$ cat config.mk
export PLATFORM = sky130hd
export DESIGN_NAME = rr_grant_encoder
export DESIGN_NICKNAME = d
export VERILOG_FILES = /design/src/rtl/rr_grant_encoder_pkg.sv /design/src/rtl/rr_priority_pick.sv /design/src/rtl/rr_grant_encoder.sv
export SDC_FILE = /design/constraint.sdc
export NUM_CORES = 1
export LEC_CHECK = 0
export BUFFER_PORTS_ARGS = -buffer_cell sky130_fd_sc_hd__clkbuf_2
export CORE_UTILIZATION = 52
export DETAILED_ROUTE_END_ITERATION = 6
export PLACE_DENSITY = 0.83
export SYNTH_ARGS = -nofsm -noshare
export SYNTH_HDL_FRONTEND = slang
export SYNTH_SLANG_ARGS = --single-unit
$ cat constraint.sdc
create_clock -name clk -period 1.5 [get_ports clk]
set_input_delay 0.3 -clock clk [delete_from_list [all_inputs] [get_ports clk]]
set_output_delay 0.3 -clock clk [all_outputs]
set_load 0.01 [all_outputs]
$ cat src/rtl/rr_grant_encoder_pkg.sv
// Shared definitions for the round-robin grant encoder.
//   state_t   : arbiter FSM states (IDLE, GRANT)
//   REQ_N     : number of requesters
//   IDX_W     : width of an encoded requester index
//   idx_after : index reached by stepping 'offset' places after 'base', mod REQ_N
package rr_grant_encoder_pkg;

  localparam int REQ_N = 4;
  localparam int IDX_W = 2;

  typedef enum logic {
    IDLE  = 1'b0,
    GRANT = 1'b1
  } state_t;

  // REQ_N is a power of two, so natural IDX_W-bit wrap gives the modulo.
  function automatic logic [IDX_W-1:0] idx_after(input logic [IDX_W-1:0] base,
                                                 input logic [IDX_W-1:0] offset);
    return base + offset;
  endfunction

endpackage

$ cat src/rtl/rr_priority_pick.sv
// Combinational round-robin search.
//   req : request vector, bit i = requester i
//   ptr : highest-priority index; search order ptr, ptr+1, ptr+2, ptr+3 (mod 4)
//   idx : first requesting index in search order (ptr when none)
//   any : at least one request present
module rr_priority_pick
  import rr_grant_encoder_pkg::*;
(
  input  logic [REQ_N-1:0] req,
  input  logic [IDX_W-1:0] ptr,
  output logic [IDX_W-1:0] idx,
  output logic             any
);

  logic [IDX_W-1:0] cand;

  // Scan from the farthest offset down so the nearest requester is written last and wins.
  always_comb begin
    idx  = ptr;
    any  = 1'b0;
    cand = ptr;
    for (int k = REQ_N - 1; k >= 0; k--) begin
      cand = idx_after(ptr, IDX_W'(k));
      if (req[cand]) begin
        idx = cand;
        any = 1'b1;
      end else begin
        idx = idx;
      end
    end
  end

endmodule

$ cat src/rtl/rr_grant_encoder.sv
// Round-robin arbiter for four requesters with encoded grant output.
//   clk     : rising-edge clock
//   rst     : asynchronous active-high reset
//   req     : request vector, bit i = requester i
//   done    : owner releases its grant (pulse)
//   gnt_idx : encoded index of the granted requester (held after release)
//   gnt_en  : grant valid
//   timeout : one-cycle pulse when a grant is ended by HOLD_MAX
//   busy    : high while in GRANT
// All outputs are registered. HOLD_MAX = 0 disables the timeout.
module rr_grant_encoder
  import rr_grant_encoder_pkg::*;
#(
  parameter int HOLD_W   = 4,
  parameter int HOLD_MAX = 15
) (
  input  logic             clk,
  input  logic             rst,
  input  logic [REQ_N-1:0] req,
  input  logic             done,
  output logic [IDX_W-1:0] gnt_idx,
  output logic             gnt_en,
  output logic             timeout,
  output logic             busy
);

  localparam logic              TIMEOUT_ON = (HOLD_MAX != 0);
  localparam logic [HOLD_W-1:0] HOLD_LAST  = TIMEOUT_ON ? HOLD_W'(HOLD_MAX - 1) : {HOLD_W{1'b1}};

  state_t            state_r, state_s;
  logic [IDX_W-1:0]  ptr_r, ptr_s;
  logic [HOLD_W-1:0] hold_r, hold_s;
  logic [IDX_W-1:0]  idx_s;
  logic              en_s, to_s, busy_s;
  logic [IDX_W-1:0]  pick_idx_s;
  logic              pick_any_s;

  rr_priority_pick u_pick (
    .req (req),
    .ptr (ptr_r),
    .idx (pick_idx_s),
    .any (pick_any_s)
  );

  // Next-state and next-output logic for the arbiter.
  always_comb begin
    state_s = state_r;
    ptr_s   = ptr_r;
    hold_s  = hold_r;
    idx_s   = gnt_idx;
    en_s    = gnt_en;
    busy_s  = busy;
    to_s    = 1'b0;
    case (state_r)
      IDLE: begin
        if (pick_any_s) begin
          idx_s   = pick_idx_s;
          en_s    = 1'b1;
          busy_s  = 1'b1;
          hold_s  = {HOLD_W{1'b0}};
          state_s = GRANT;
        end else begin
          en_s    = 1'b0;
          busy_s  = 1'b0;
        end
      end
      GRANT: begin
        // Release paths leave gnt_idx untouched and advance priority past the owner.
        if (done || !req[gnt_idx]) begin
          en_s    = 1'b0;
          busy_s  = 1'b0;
          ptr_s   = idx_after(gnt_idx, IDX_W'(1));
          state_s = IDLE;
        end else if (TIMEOUT_ON && (hold_r == HOLD_LAST)) begin
          en_s    = 1'b0;
          busy_s  = 1'b0;
          to_s    = 1'b1;
          ptr_s   = idx_after(gnt_idx, IDX_W'(1));
          state_s = IDLE;
        end else if (hold_r != {HOLD_W{1'b1}}) begin
          hold_s  = hold_r + HOLD_W'(1);
        end else begin
          // Only reachable with the timeout disabled: saturate instead of wrapping.
          hold_s  = hold_r;
        end
      end
      default: begin
        state_s = IDLE;
        en_s    = 1'b0;
        busy_s  = 1'b0;
      end
    endcase
  end

  // State, counter and output registers.
  always_ff @(posedge clk or posedge rst) begin
    if (rst) begin
      state_r <= IDLE;
      ptr_r   <= {IDX_W{1'b0}};
      hold_r  <= {HOLD_W{1'b0}};
      gnt_idx <= {IDX_W{1'b0}};
      gnt_en  <= 1'b0;
      timeout <= 1'b0;
      busy    <= 1'b0;
    end else begin
      state_r <= state_s;
      ptr_r   <= ptr_s;
      hold_r  <= hold_s;
      gnt_idx <= idx_s;
      gnt_en  <= en_s;
      timeout <= to_s;
      busy    <= busy_s;
    end
  end

endmodule

Word level (Yosys, flattened, before mapping)
Cells that the tools add are included.
{"block": "word_totals", "ff_bits": 11, "inputBits": 7, "output_inout_bits": 5, "elab_cells": 65}
{"block": "classes", "n_addsub": 5, "n_lt_le_gt_ge": 5, "eq_ne": 7, "n_mux": 35, "bitwise": 1, "n_reduce_logical": 6}
{"op": "$mux W1", "count": 17}
{"op": "$mux W4", "count": 4}
{"op": "$lt A2 B3 Y1 const B", "count": 5}
{"op": "$mux W2", "count": 6}
{"op": "$bmux W1 S2", "count": 5}
{"op": "$pmux W4 S2", "count": 1}
{"op": "$ne A2 B2 Y1 const B", "count": 3}
{"op": "$add A2 B1 Y2 const B", "count": 2}
{"op": "$add A2 B2 Y2 const B", "count": 2}
{"op": "$add A4 B1 Y4 const B", "count": 1}
{"op": "$eq A4 B4 Y1 const B", "count": 1}
{"op": "$ne A4 B4 Y1 const B", "count": 1}
{"op": "$pmux W1 S2", "count": 2}
{"op": "$reduce_and A2 Y1", "count": 2}
{"op": "$reduce_and A4 Y1", "count": 1}
{"op": "$ne A3 B1 Y1 const B", "count": 1}
{"op": "$ne A2 B1 Y1 const B", "count": 1}
{"op": "$reduce_bool A2 Y1", "count": 1}
{"op": "$logic_not A1 Y1", "count": 1}
{"op": "$logic_or A1 B1 Y1", "count": 1}
{"op": "$not A1 Y1", "count": 1}

Longest topological paths before layout
{"block": "depth", "depth_word": 9, "ltp_mapped": 6, "ltp_nobuf": 6}

Modules after synthesis
From an unflattened synthesis, not the netlist that was laid out.
{"block": "unflattened", "cells_unflattened": 70, "area_unflattened_um2": 724.4}
{"module": "rr_grant_encoder", "instances": 1, "cells_each": 54, "area_per_inst_um2": 624.3, "seq_area_each_um2": 275.3}
{"module": "rr_priority_pick", "instances": 1, "cells_each": 16, "area_per_inst_um2": 100.1, "seq_area_each_um2": 0.0}

Worst setup path before layout
Ideal clock, no wire load.
{"block": "synth_path", "path_type": "flip-flop to flip-flop", "from": "register gnt_idx[1]", "to": "register hold_r[1]", "setup_ns": 0.118, "arrival_time_ns": 1.330, "required_ns": 1.382, "setup_slack_ns": 0.052, "stages_incl_launch_ff": 5, "path_buffers": 0, "cell_sequence": "dfrtp_1 > mux2i_1 > o22ai_4 > a32o_1 > a21o_1"}
{"block": "synth_between", "elab_chain_cells": 6}
{"element": "start: declaration", "line": "rr_grant_encoder.sv:21", "rtl": "output logic [IDX_W-1:0] gnt_idx,"}
{"element": "start signal: assignment", "line": "rr_grant_encoder.sv:101", "rtl": "gnt_idx <= {IDX_W{1'b0}};"}
{"element": "start signal: assignment", "line": "rr_grant_encoder.sv:109", "rtl": "gnt_idx <= idx_s;"}
{"element": "$bmux W1 S2", "line": "rr_grant_encoder.sv:69", "rtl": "if (done || !req[gnt_idx]) begin"}
{"element": "$mux W1 (not written as such)", "line": "rr_grant_encoder.sv:69"}
{"element": "$logic_not A1 Y1", "line": "rr_grant_encoder.sv:69"}
{"element": "$logic_or A1 B1 Y1", "line": "rr_grant_encoder.sv:69"}
{"element": "$ne A2 B2 Y1 (no line)"}
{"element": "$reduce_and A4 Y1 (no line)"}
{"element": "end signal: assignment", "line": "rr_grant_encoder.sv:100", "rtl": "hold_r <= {HOLD_W{1'b0}};"}
{"element": "end signal: assignment", "line": "rr_grant_encoder.sv:108", "rtl": "hold_r <= hold_s;"}
{"element": "end: declaration", "line": "rr_grant_encoder.sv:32", "rtl": "logic [HOLD_W-1:0] hold_r, hold_s;"}
No other way between the ends. The select of a mux whose other input is x is not followed.
A chain may end at the register's enable or synchronous reset.

Worst setup path in the final report
{"block": "layout_path", "from": "register hold_r[1]", "to": "register hold_r[1]"}
{"block": "layout_between", "elab_chain_cells": 5}
{"element": "$add A4 B1 Y4", "line": "rr_grant_encoder.sv:81", "rtl": "hold_s = hold_r + HOLD_W'(1);"}
{"element": "$mux W4", "line": "rr_grant_encoder.sv:80", "rtl": "end else if (hold_r != {HOLD_W{1'b1}}) begin"}
{"element": "$mux W4", "line": "rr_grant_encoder.sv:74", "rtl": "end else if (TIMEOUT_ON && (hold_r == HOLD_LAST)) begin"}
{"element": "$mux W4", "line": "rr_grant_encoder.sv:69"}
{"element": "$pmux W4 S2", "line": "rr_grant_encoder.sv:54", "rtl": "case (state_r)"}
Several ways; a longest one is shown, not always the timed one. The select of a mux whose other input is x is not followed.

==> impl_metrics.tcl <==
set metrics [dict create \
    num-nets-final 99 \
    inserted_clock_buffers 3 \
    design.core.area_sq_um 1160 \
    post_route_drc 0 \
    holdWs_ps 448 \
    design.portCount 12 \
    timing.critical_path.from_type "flip-flop" \
    drive_gt1_frac 0.281 \
    antenna_violation_net_count_after_detailed_routing 0 \
    drt_iter0_drc 19 \
    worstPathArrival_ps 1600 \
    place.gp.congestion 0.813 \
    synth.top_cells.by_area "sky130_fd_sc_hd__dfrtp_1, sky130_fd_sc_hd__mux2i_1, sky130_fd_sc_hd__o21ai_0" \
    post_synth_design_cell_area_sq_um 683 \
    drt-vias-per-instance 5.73 \
    num_vias 590 \
    portBuffers 11 \
    cts_num_sinks 11 \
    synth_nets 82 \
    wire_length_of_the_first_global_routing_pass_um 2400 \
    setup_violations 0 \
    fmax_ghz 0.700 \
    fin_util 0.706 \
    slew_margin_rel 0.725 \
    placedInstanceArea_sq_um 758 \
    drv_cap 0 \
    leakage_power_nw 0.405 \
    maximum_number_of_pins_on_one_net_before_global_route_repair 13 \
    slew_violations 0 \
    global_route.usage.total 0.251 \
    number_of_global_route_vias_before_repair 535 \
    timing_hold_violations_final 0 \
    dp_slack_ps -45.1 \
    holdCritPathClass "in2reg" \
    synth.top_cell.area_share 0.403 \
    syn_to_final_growth_pct 19.4 \
    timing.critical_path.required_ps 1670 \
    clk_root_buffer_cell "sky130_fd_sc_hd__clkbuf_4" \
    antenna_cells 0 \
    finClkSkew_ps 0.893 \
    die_h_um 38.2 \
    grt.overflow.total 0 \
    clock_tree.htree_level_count 1 \
    initial_core_utilization 0.591 \
    ir_worst_vdd_mv 1.17 \
    die_area_sq_um 1460 \
    clock_path_buffers 2 \
    clock_latency_ps 280 \
    synth_area_per_cell_sq_um 9.36 \
    worst_pin_slew_ps 413 \
    setup_repair_after_global_routing_missed_its_margin "false" \
    number_of_instances_in_the_synthesized_netlist 73 \
    chipWidth_um 38.2 \
    routed_wire_length_per_instance_um 14.1 \
    ff2ff_path_depth 5 \
    detailed_place_hpwl_um 1060 \
    period_needed_ps 1430 \
    postRouteWirelength_um 1450 \
    timing_worst_setup_path_type "reg2reg" \
    synth_top_cell_by_area "sky130_fd_sc_hd__dfrtp_1" \
    ys_warn_count 0 \
    first_pass_iters 4 \
    cts_clock_pin_slew_for_the_worst_setup_and_hold_paths_ps 80 \
    synth_cell_type_count 29 \
    power_per_cell_area_nw_per_um2 1820 \
    cts_tree "yes" \
    synth_seq_area_share 0.403 \
    antenna_found_initial 0 \
    holdPathStages 3 \
    synth.ff_latch_count 11 \
    post-route-period-util 0.952 \
    run_status "finished, final reports clean" \
    floorplan.rows 12 \
    total_power_mw 1.49 \
    setup_ws_ps 72.4 \
    cts.repair_timing.setup_buffer_count 0 \
    worstPathMaxFanout 5 \
    end_kind "flip-flop" \
    final_design_area_no_fill_sq_um 816 \
]
-- through the flow --
stage                     std cells  setup TNS [ps]
final                           103               0
after global routing            103               0
after CTS                       103               0
after detailed placement         98           -92.7
after global placement           98               0
after floorplan                  73               0
-- per-layer routing --
metal / up-vias / share of wire / GRT usage
met1: 276 / 0.47 / 0.362
met2: 12 / 0.48 / 0.347
met5: - / 0 / 0
met4: 0 / 0.023 / 0.161
met3: 5 / 0.028 / 0.0349
li1: 297 / - / -
-- synthesized netlist by cell type, drive strengths merged --
master,number
a32o,1
nand4,1
and3,3
o21ai,7
o22ai,1
nand4b,1
a21o,2
a21boi,1
a21oi,5
o21a,1
nor2b,3
o2111a,1
mux2i,4
o32ai,1
buf,2
o211ai,1
inv,5
nor2,4
a2bb2oi,2
nand2b,3
xnor2,1
nand3,2
o221ai,1
dfrtp,11
ha,2
or2,1
nand2,6
-- worst max-delay path: stages (launching register included) --
cell and delay, ps:
sky130_fd_sc_hd__dfrtp_1 420, sky130_fd_sc_hd__ha_1 240, sky130_fd_sc_hd__o2111a_1 230, sky130_fd_sc_hd__nor2_1 50
sky130_fd_sc_hd__a32o_1 240, sky130_fd_sc_hd__a21o_1 150
-- sequential cells by signal (all words and copies together), names as in the netlist --
register,flops
gnt_idx,2
hold_r,4
busy,1
ptr_r,2
state_r,1
timeout,1
-- final cells by class --
type | instances | area [sq um]
Tap cell | 14 | 17.5
Sequential cell | 11 | 277
Inverter | 5 | 18.8
Clock buffer | 3 | 22.5
Multi-Input combinational cell | 55 | 395
Timing Repair Buffer | 14 | 80.1
Fill cell | 91 | 340
Clock inverter | 1 | 5.00
-- final timing paths --
path | from | end | slack [ps]
worst min-delay path | req[3] | gnt_idx[1] | 450
worst min register to register | hold_r[3] | hold_r[3] | 530
worst max register to register | hold_r[1] | hold_r[1] | 70
max in group asynchronous | rst | gnt_idx[1] | 660
min in group asynchronous | rst | ptr_r[0] | 530
worst max-delay path | hold_r[1] | hold_r[1] | 70
-- power breakdown --
group	leakage, nW	switching, mW	total [mW]	internal (mW)
Combinational	0.249	0.351	0.703	0.353
Sequential	0.138	0.161	0.573	0.412
Clock	0.0177	0.113	0.212	0.0990
Total	0.405	0.625	1.49	0.864
-- layout by cell type, fill, tap and decap left out --
cell type / count
sky130_fd_sc_hd__a21boi_2: 1
sky130_fd_sc_hd__a21o_1: 2
sky130_fd_sc_hd__a21oi_1: 5
sky130_fd_sc_hd__a2bb2oi_1: 2
sky130_fd_sc_hd__a32o_1: 1
sky130_fd_sc_hd__and3_1: 3
sky130_fd_sc_hd__buf_4: 2
sky130_fd_sc_hd__clkbuf_2: 11
sky130_fd_sc_hd__clkbuf_4: 3
sky130_fd_sc_hd__clkinv_2: 1
sky130_fd_sc_hd__dfrtp_1: 10
sky130_fd_sc_hd__dfrtp_2: 1
sky130_fd_sc_hd__dlygate4sd3_1: 1
sky130_fd_sc_hd__ha_1: 1
sky130_fd_sc_hd__ha_2: 1
sky130_fd_sc_hd__inv_1: 4
sky130_fd_sc_hd__inv_2: 1
sky130_fd_sc_hd__mux2i_1: 2
sky130_fd_sc_hd__mux2i_2: 1
sky130_fd_sc_hd__mux2i_4: 1
sky130_fd_sc_hd__nand2_1: 6
sky130_fd_sc_hd__nand2b_1: 3
sky130_fd_sc_hd__nand3_1: 2
sky130_fd_sc_hd__nand4_1: 1
sky130_fd_sc_hd__nand4b_1: 1
sky130_fd_sc_hd__nor2_1: 4
sky130_fd_sc_hd__nor2b_1: 3
sky130_fd_sc_hd__o2111a_1: 1
sky130_fd_sc_hd__o211ai_1: 1
sky130_fd_sc_hd__o21a_1: 1
sky130_fd_sc_hd__o21ai_0: 5
sky130_fd_sc_hd__o21ai_1: 2
sky130_fd_sc_hd__o221ai_1: 1
sky130_fd_sc_hd__o22ai_4: 1
sky130_fd_sc_hd__o32ai_1: 1
sky130_fd_sc_hd__or2_2: 1
sky130_fd_sc_hd__xnor2_1: 1
-- kinds of logic after synthesis --
| family | synth area share |
|---|---|
| xor gates and xnor gates | 0.0128 |
| buffers and inverters | 0.0458 |
| adders and majority gates | 0.0366 |
| DFF | 0.403 |
| and+or+nand+nor | 0.183 |
| AOI/OAI and AO/OA | 0.260 |
| muxes | 0.0586 |
-- timing repair --
item / CTS / global route
setup endpoints to repair: 4 / 4
hold endpoints to repair: 11 / 0
gates resized for setup: 3 / 4
pin swaps: 0 / 0
hold buffers: 1 / 0
cloned: 0 / 0
(Power assumes the default switching activity.)
